$ cat src/rtl/idle_mon_pkg.sv
// Shared types and width helpers for the idle event monitor.
package idle_mon_pkg;

  typedef enum logic [1:0] {
    ST_IDLE     = 2'd0,
    ST_WINDOW   = 2'd1,
    ST_ALARM    = 2'd2,
    ST_ACK_WAIT = 2'd3
  } mon_state_e;

  function automatic int timer_w(input int window);
    return $clog2(window);
  endfunction

  function automatic int wcnt_w(input int thresh);
    return $clog2(thresh + 1);
  endfunction

endpackage

$ cat src/rtl/sat_counter.sv
// Saturating up-counter with a sticky flag for increments attempted at full scale.
module sat_counter #(
  parameter int W = 8
) (
  input  logic         clk,
  input  logic         reset_n,
  input  logic         inc,
  input  logic         clr,
  output logic [W-1:0] count,
  output logic         sat_hit
);

  localparam logic [W-1:0] MAX = '1;

  always_ff @(posedge clk or negedge reset_n) begin
    if (!reset_n) begin
      count   <= '0;
      sat_hit <= 1'b0;
    end else if (clr) begin
      count   <= '0;
      sat_hit <= 1'b0;
    end else if (inc) begin
      if (count == MAX) sat_hit <= 1'b1;
      else              count   <= count + 1'b1;
    end
  end

endmodule

$ cat src/rtl/idle_event_monitor.sv
// Counts idle pulses per observation window, raises a sticky alarm at THRESH
// events and releases it through a 4-phase ack handshake.
module idle_event_monitor
  import idle_mon_pkg::*;
#(
  parameter int WINDOW = 64,
  parameter int THRESH = 4,
  parameter int CNT_W  = 8
) (
  input  logic                         clk,
  input  logic                         reset_n,
  input  logic                         clear,
  input  logic                         pulse_in,
  input  logic                         ack,
  output logic                         alarm,
  output logic [$clog2(THRESH+1)-1:0]  win_count,
  output logic [CNT_W-1:0]             total_events,
  output logic                         overflow
);

  localparam int TW = timer_w(WINDOW);
  localparam int CW = wcnt_w(THRESH);

  localparam logic [TW-1:0] T_LOAD = TW'(WINDOW - 1);
  localparam logic [TW-1:0] T_LAST = TW'(1);
  localparam logic [CW-1:0] WC_MAX = CW'(THRESH);
  localparam logic [CW-1:0] WC_ONE = CW'(1);

  mon_state_e    state, state_nxt;
  logic [TW-1:0] timer, timer_nxt;
  logic [CW-1:0] wc_nxt;

  always_comb begin
    state_nxt = state;
    timer_nxt = timer;
    wc_nxt    = win_count;
    if (clear) begin
      state_nxt = ST_IDLE;
      timer_nxt = '0;
      wc_nxt    = '0;
    end else begin
      case (state)
        ST_IDLE: begin
          if (pulse_in) begin
            wc_nxt    = WC_ONE;
            timer_nxt = T_LOAD;
            state_nxt = (THRESH == 1) ? ST_ALARM : ST_WINDOW;
          end
        end
        ST_WINDOW: begin
          if (timer != '0) timer_nxt = timer - 1'b1;
          // Threshold beats expiry when both land on the last window cycle.
          if (pulse_in && (win_count == WC_MAX - WC_ONE)) begin
            wc_nxt    = WC_MAX;
            state_nxt = ST_ALARM;
          end else begin
            if (pulse_in) wc_nxt = win_count + WC_ONE;
            if (timer == T_LAST) begin
              wc_nxt    = '0;
              timer_nxt = '0;
              state_nxt = ST_IDLE;
            end
          end
        end
        ST_ALARM: begin
          if (ack) state_nxt = ST_ACK_WAIT;
        end
        ST_ACK_WAIT: begin
          if (!ack) begin
            wc_nxt    = '0;
            state_nxt = ST_IDLE;
          end
        end
        default: begin
          wc_nxt    = '0;
          timer_nxt = '0;
          state_nxt = ST_IDLE;
        end
      endcase
    end
  end

  always_ff @(posedge clk or negedge reset_n) begin
    if (!reset_n) begin
      state     <= ST_IDLE;
      timer     <= '0;
      win_count <= '0;
      alarm     <= 1'b0;
    end else begin
      state     <= state_nxt;
      timer     <= timer_nxt;
      win_count <= wc_nxt;
      alarm     <= (state_nxt == ST_ALARM);
    end
  end

  sat_counter #(.W(CNT_W)) u_total (
    .clk     (clk),
    .reset_n (reset_n),
    .inc     (pulse_in),
    .clr     (clear),
    .count   (total_events),
    .sat_hit (overflow)
  );

endmodule

$ cat config.mk
export PLATFORM = sky130hd
export DESIGN_NAME = idle_event_monitor
export DESIGN_NICKNAME = d
export VERILOG_FILES = /design/src/rtl/idle_mon_pkg.sv /design/src/rtl/sat_counter.sv /design/src/rtl/idle_event_monitor.sv
export SDC_FILE = /design/constraint.sdc
export NUM_CORES = 1
export LEC_CHECK = 0
export BUFFER_PORTS_ARGS = -buffer_cell sky130_fd_sc_hd__buf_2
export CORE_ASPECT_RATIO = 0.8
export CORE_MARGIN = 2
export CORE_UTILIZATION = 40
export CTS_CLUSTER_DIAMETER = 100
export DETAILED_ROUTE_END_ITERATION = 10
export MAX_ROUTING_LAYER = met4
export PLACE_DENSITY = 0.62
export SETUP_SLACK_MARGIN = 0.02
export SYNTH_ARGS = -nofsm -noshare
export SYNTH_HDL_FRONTEND = slang
export SYNTH_SLANG_ARGS = --single-unit
$ cat constraint.sdc
create_clock -name clk -period 2.5 [get_ports clk]
set_clock_uncertainty 0.1 [all_clocks]
set_input_delay 0.125 -clock clk [delete_from_list [all_inputs] [get_ports clk]]
set_output_delay 0.125 -clock clk [all_outputs]
set_load 0.05 [all_outputs]
# [Yosys cells after proc, flatten, opt, wreduce, memory -nomap -nowiden]
# Index checks and enable logic that the tools add are counted.
[word_totals] out_inout_bits=13 ram_bits=0 regBits=21 rom_bits=0 memories=0 latch_bits=0
[op_classes] n_eq_ne=11 bitwise=0 n_addsub=3 mux=26 order_cmp=0 shifts=0 n_reduce_logical=11 n_mul=0 div_mod_pow=0
[op_table] operator="6-bit two-way mux" count=5
[op_table] operator="8-bit two-way mux" count=3
[op_table] operator="3-bit two-way mux" count=6
[op_table] operator="2-bit two-way mux" count=6
[op_table] operator="6-bit case mux with 2 select lines" count=1
[op_table] operator="3-bit case mux with 3 select lines" count=1
[op_table] operator="8-bit by 1-bit adder with 8-bit output (second input constant)" count=1
[op_table] operator="8-bit == test (second input constant)" count=1
[op_table] operator="2-bit case mux with 4 select lines" count=1
[op_table] operator="2-bit == test (second input constant)" count=3
[op_table] operator="6-bit by 1-bit == test with 1-bit output (second input constant)" count=1
[op_table] operator="3-bit != test (second input constant)" count=2
[op_table] operator="2-bit AND reduction" count=3
[op_table] operator="6-bit nonzero test" count=1
[op_table] operator="6-bit by 1-bit subtractor with 6-bit output (second input constant)" count=1
[op_table] operator="5-bit != test (second input constant)" count=1
[op_table] operator="4-bit AND reduction" count=1
[op_table] operator="2-bit nonzero test" count=2
[op_table] operator="4-bit nonzero test" count=1
[op_table] operator="3-bit by 1-bit adder with 3-bit output (second input constant)" count=1
[op_table] operator="3-bit by 2-bit == test with 1-bit output (second input constant)" count=1
[op_table] operator="1-bit two-way mux" count=3
[op_table] operator="3-bit nonzero test" count=1
[op_table] operator="2-bit by 1-bit == test with 1-bit output (second input constant)" count=1
[op_table] operator="3 further kinds" count=3

# [Logic depth before layout (Yosys ltp)]
[depth] ltp_word=6 ltp_mapped=7

# [By module]
# Synthesis repeated with hierarchy kept, for this count alone.
[hier_totals] cells_unflattened=130 area_unflattened_um2=1268.7
[by_module_without_submodules] mod="idle_event_monitor" cells_per_inst=83 seq_area_each_um2=300.3 n_inst=1 area_each_um2=772.0
[by_module_without_submodules] mod="sat_counter" cells_per_inst=47 seq_area_each_um2=225.2 n_inst=1 area_each_um2=496.7

# [Worst setup path before layout]
# No wires, ideal clock.
[synth_timing] kind="reg2reg" start="register win_count[0]" end="register win_count[0]" period_less_slack_ns=1.866 slack_ns=0.634 stages_incl_launch_ff=7 required_ns=2.275 arrival_time_ns=1.642 setup_time_ns=0.125 path_cell_list="dfrtp_1 > ha_1 > ha_1 > and2_1 > nor4_1 > a22o_1 > mux2_2"
[synth_via] elab_chain_len=6
[synth_rtl] element="start: declaration" line="idle_event_monitor.sv:16" rtl="output logic [$clog2(THRESH+1)-1:0] win_count,"
[synth_rtl] element="start signal: assignment" line="idle_event_monitor.sv:92" rtl="win_count <= wc_nxt;"
[synth_rtl] element="3-bit by 1-bit adder with 3-bit output" line="idle_event_monitor.sv:57" rtl="if (pulse_in) wc_nxt = win_count + WC_ONE;"
[synth_rtl] element="3-bit two-way mux" line="idle_event_monitor.sv:57"
[synth_rtl] element="3-bit two-way mux" line="idle_event_monitor.sv:58" rtl="if (timer == T_LAST) begin"
[synth_rtl] element="3-bit two-way mux" line="idle_event_monitor.sv:53" rtl="if (pulse_in && (win_count == WC_MAX - WC_ONE)) begin"
[synth_rtl] element="3-bit case mux with 3 select lines" line="idle_event_monitor.sv:42" rtl="case (state)"
[synth_rtl] element="3-bit two-way mux" line="idle_event_monitor.sv:37" rtl="if (clear) begin"
# Several ways; a longest one is shown, not always the timed one. The select of a mux whose other input is x is not followed.
# A chain may end at the register's enable or synchronous reset.

# [Worst setup path in the final report]
[layout_timing] start="register timer[1]" end="register win_count[0]"
[layout_via] elab_chain_len=5
[layout_rtl] element="start: declaration" line="idle_event_monitor.sv:30" rtl="logic [TW-1:0] timer, timer_nxt;"
[layout_rtl] element="start signal: assignment" line="idle_event_monitor.sv:91" rtl="timer <= timer_nxt;"
[layout_rtl] element="6-bit by 1-bit == test with 1-bit output (*)" line="idle_event_monitor.sv:58"
[layout_rtl] element="3-bit two-way mux" line="idle_event_monitor.sv:58"
[layout_rtl] element="3-bit two-way mux" line="idle_event_monitor.sv:53"
[layout_rtl] element="3-bit case mux with 3 select lines" line="idle_event_monitor.sv:42"
[layout_rtl] element="3-bit two-way mux" line="idle_event_monitor.sv:37"
# Every way passes the cells marked *; elsewhere a longest branch is shown, timed or not.

==> impl_metrics.env <==
export IMPL_antenna_cells=0
export IMPL_syn2layout_area_growth_pct=13.6
export IMPL_synth_cell_types=40
export IMPL_synth_area_per_cell_um2=9.32
export IMPL_drv_slew=0
export IMPL_h_tree_depth=1
export IMPL_critPathMaxFanout=5
export IMPL_grt_pass1_vias=1024
export IMPL_clk_pin_slew_ps=80
export IMPL_cts_setup_buffers=0
export IMPL_grt_usage_pct=17.6
export IMPL_routabilityCongestion=0.846
export IMPL_drc=0
export IMPL_crit_family="simple AND/OR/NAND/NOR gates"
export IMPL_critPathLaunchType="flop"
export IMPL_ir_drop_mv=0.341
export IMPL_r2r_end="win_count[0]"
export IMPL_start_util_pct=41.7
export IMPL_power_leakage_nw=0.649
export IMPL_ant_nets=0
export IMPL_yosys_warnings=0
export IMPL_setup_ws_ps=535
export IMPL_cts_tree="done"
export IMPL_slowest_stage="dfrtp_1"
export IMPL_drtIter0Drc=45
export IMPL_pwr_share_seq_pct=47.8
export IMPL_setup_violations=0
export IMPL_cts_root_buf="clkbuf_8"
export IMPL_synth_most_common_cell="dfrtp_1"
export IMPL_synth_common_cells="21 x dfrtp_1, 10 x inv_1, 10 x nor2_1"
export IMPL_ys_seq_area_share_pct=41.2
export IMPL_worstSetupPathType="reg -> reg"
export IMPL_synth_area_leaders="dfrtp_1 41%, ha_1 5.9%, inv_1 2.9%, nor2_1 2.9%, a21oi_1 2.7%"
export IMPL_layout_min_cycle_time_ps=1970
export IMPL_p_int_uw=546
export IMPL_grt_pass1_wl_um=4640
export IMPL_r2r_cells=6
export IMPL_slew_headroom_pct=58.8
export IMPL_async_flop_share_pct=100
export IMPL_r2r_start="timer[1]"
export IMPL_synth_edf_count=0
export IMPL_wl_per_cell_um=14.9
export IMPL_synth_fp_nets=148
export IMPL_drt_wl_total_um=2900
export IMPL_power_density_nw_per_um2=569
export IMPL_ctsHoldBuffers=1
export IMPL_fin_crit_sh_pct=78.6
export IMPL_hold_path_class="in -> reg"
export IMPL_hpwlAfterDp_um=2080
export IMPL_max_cap_violations=0
export IMPL_rsz0062_at_grt="false"
export IMPL_cts_buffers_inserted=3
export IMPL_place_ws_ps=550
export IMPL_yosys_area_top_type_share_pct=41.2
export IMPL_max_stage_delay_ps=450
export IMPL_antenna_found_initial=0
export IMPL_io_buffer_count=17
export IMPL_outcome="finished, final reports clean"
export IMPL_critical_path_arrival_ps=2020
export IMPL_pin_count=18
export IMPL_cts_buffer_depth=2
export IMPL_routed_via_density=5.68
export IMPL_fin_tns_setup_ps=0
export IMPL_p_sw_share_pct=33.8
export IMPL_netlist_instances=137
export IMPL_grt_overflow=0
export IMPL_drive_above_1_share_pct=18.1
export IMPL_comb_power_share_pct=24.7
export IMPL_synth_area_um2=1280
export IMPL_fmax_mhz=509
export IMPL_die_w_um=67.2
export IMPL_ctsResizeCount=0
export IMPL_dieArea_um2=3660
export IMPL_dr_total_vias=1108
export IMPL_nets=167
export IMPL_grt_max_degree=22
export IMPL_finalHoldViolCount=0
export IMPL_endpoint_kind="flop"
export IMPL_crit_chain="inv_1 -> ha_1 -> nor2b_1 -> nand2_1 -> o21a_1 -> mux2_2"
export IMPL_clkPwrFrac_pct=27.5
export IMPL_num_rows=18
export IMPL_drtPass1Iterations=4
export IMPL_worst_ep_required_time_ps=2560
export IMPL_synthFlopType="dfrtp_1"
export IMPL_p_switching_uw=279
export IMPL_ys_ff_latch=21
export IMPL_min_from="ack"
export IMPL_clock_sinks=21
export IMPL_synth_top_cell_by_area="dfrtp_1"
export IMPL_worstHoldPathCells=3
export IMPL_dieHeight_um=54.5
export IMPL_core_um2=3060
export IMPL_path_buf_inv=1
export IMPL_tightest_slew_ps=616
export IMPL_hold_end="state[1]"
export IMPL_clk_latency_ps=260
export IMPL_regToRegSetupSlack_ps=530
==> registers in the layout, indices dropped and copies added (netlist names) <==
name	flops
u_total.count	8
alarm	1
win_count	3
timer	6
u_total.sat_hit	1
state	2
==> power groups by stage <==
stage	Combinational (mW)	Clock (mW)	Sequential (mW)
6_report	0.204	0.227	0.394
4_1_cts	0.204	0.237	0.394
2_1_floorplan	0.125	0	0.423
3_3_place_gp	0.195	0	0.399
3_5_place_dp	0.202	0	0.400
5_1_grt	0.224	0.252	0.398
==> layout by cell type, fill, tap and decap left out, types with 2 or more instances in the layout <==
cell type,count
mux2i_1,3
a21oi_1,7
clkbuf_8,3
nand2b_1,2
nor2b_1,3
nor4_1,3
ha_1,6
dfrtp_1,21
o21ai_0,7
nand2_1,9
nor3_1,6
nand4_1,4
nor2_1,10
inv_1,10
and3_1,4
a211oi_1,3
a31oi_1,5
buf_2,17
o21a_1,2
nand3b_1,2
xor2_1,2
nand3_1,4
a311oi_1,3
==> through the flow <==
| step | hold WS, ps | utilization [%] | std cells | instance area [um^2] | power [mW] |
|---|---|---|---|---|---|
| 6_report | 128 | 47.3 | 195 | 1450 | 0.825 |
| 5_1_grt | 148 | 47.3 | 195 | 1450 | 0.874 |
| 4_1_cts | 117 | 47.3 | 195 | 1450 | 0.835 |
| 3_5_place_dp | 27.4 | 45.5 | 190 | 1390 | 0.602 |
| 3_3_place_gp | 20.4 | 45.5 | 190 | 1390 | 0.593 |
| 2_1_floorplan | -271 | - | 137 | 1280 | 0.548 |
==> per-layer routing <==
layer	up-vias	track usage (%)	wire, um
met4	0	3.74	14
met3	2	4.32	179
li1	543	-	-
met1	526	22.3	1390
met2	37	28.9	1320
met5	-	-	0
==> worst min-delay path, delay by kind of cell <==
kind                   cells  cell delay, ps
AOI/OAI and AO/OA          2             220
buffers and inverters      1             100
==> worst max-delay path by stage <==
stage                         endpoint  slack [ps]    startpoint  cells past startpoint
after floorplan           win_count[0]         630  win_count[0]                      6
after global placement    win_count[0]         630      timer[1]                      6
after detailed placement  win_count[0]         550      timer[1]                      6
after CTS                 win_count[0]         540      timer[1]                      6
after global routing      win_count[0]         410      timer[1]                      6
final                     win_count[0]         530      timer[1]                      6
==> cells by family after synthesis <==
family | count (synthesis) | synth area share [%]
flip-flops | 21 | 41.2
XOR/XNOR | 3 | 2.06
AND/OR/NAND/NOR | 55 | 24.7
multiplexers | 4 | 3.24
adder cells (fa/ha/maj) | 6 | 5.88
buffers and inverters | 14 | 4.31
AO/OA/AOI/OAI | 34 | 18.6
==> layout make-up <==
class	instances	area, um^2
clock buffers	3	41.3
clock inverters	1	5.00
fillers	320	1610
inverters	10	37.5
multi-input cells	102	696
flip-flops and latches	21	526
well taps	40	50.0
repair buffers	18	95.1
(Power assumes the default switching activity.)
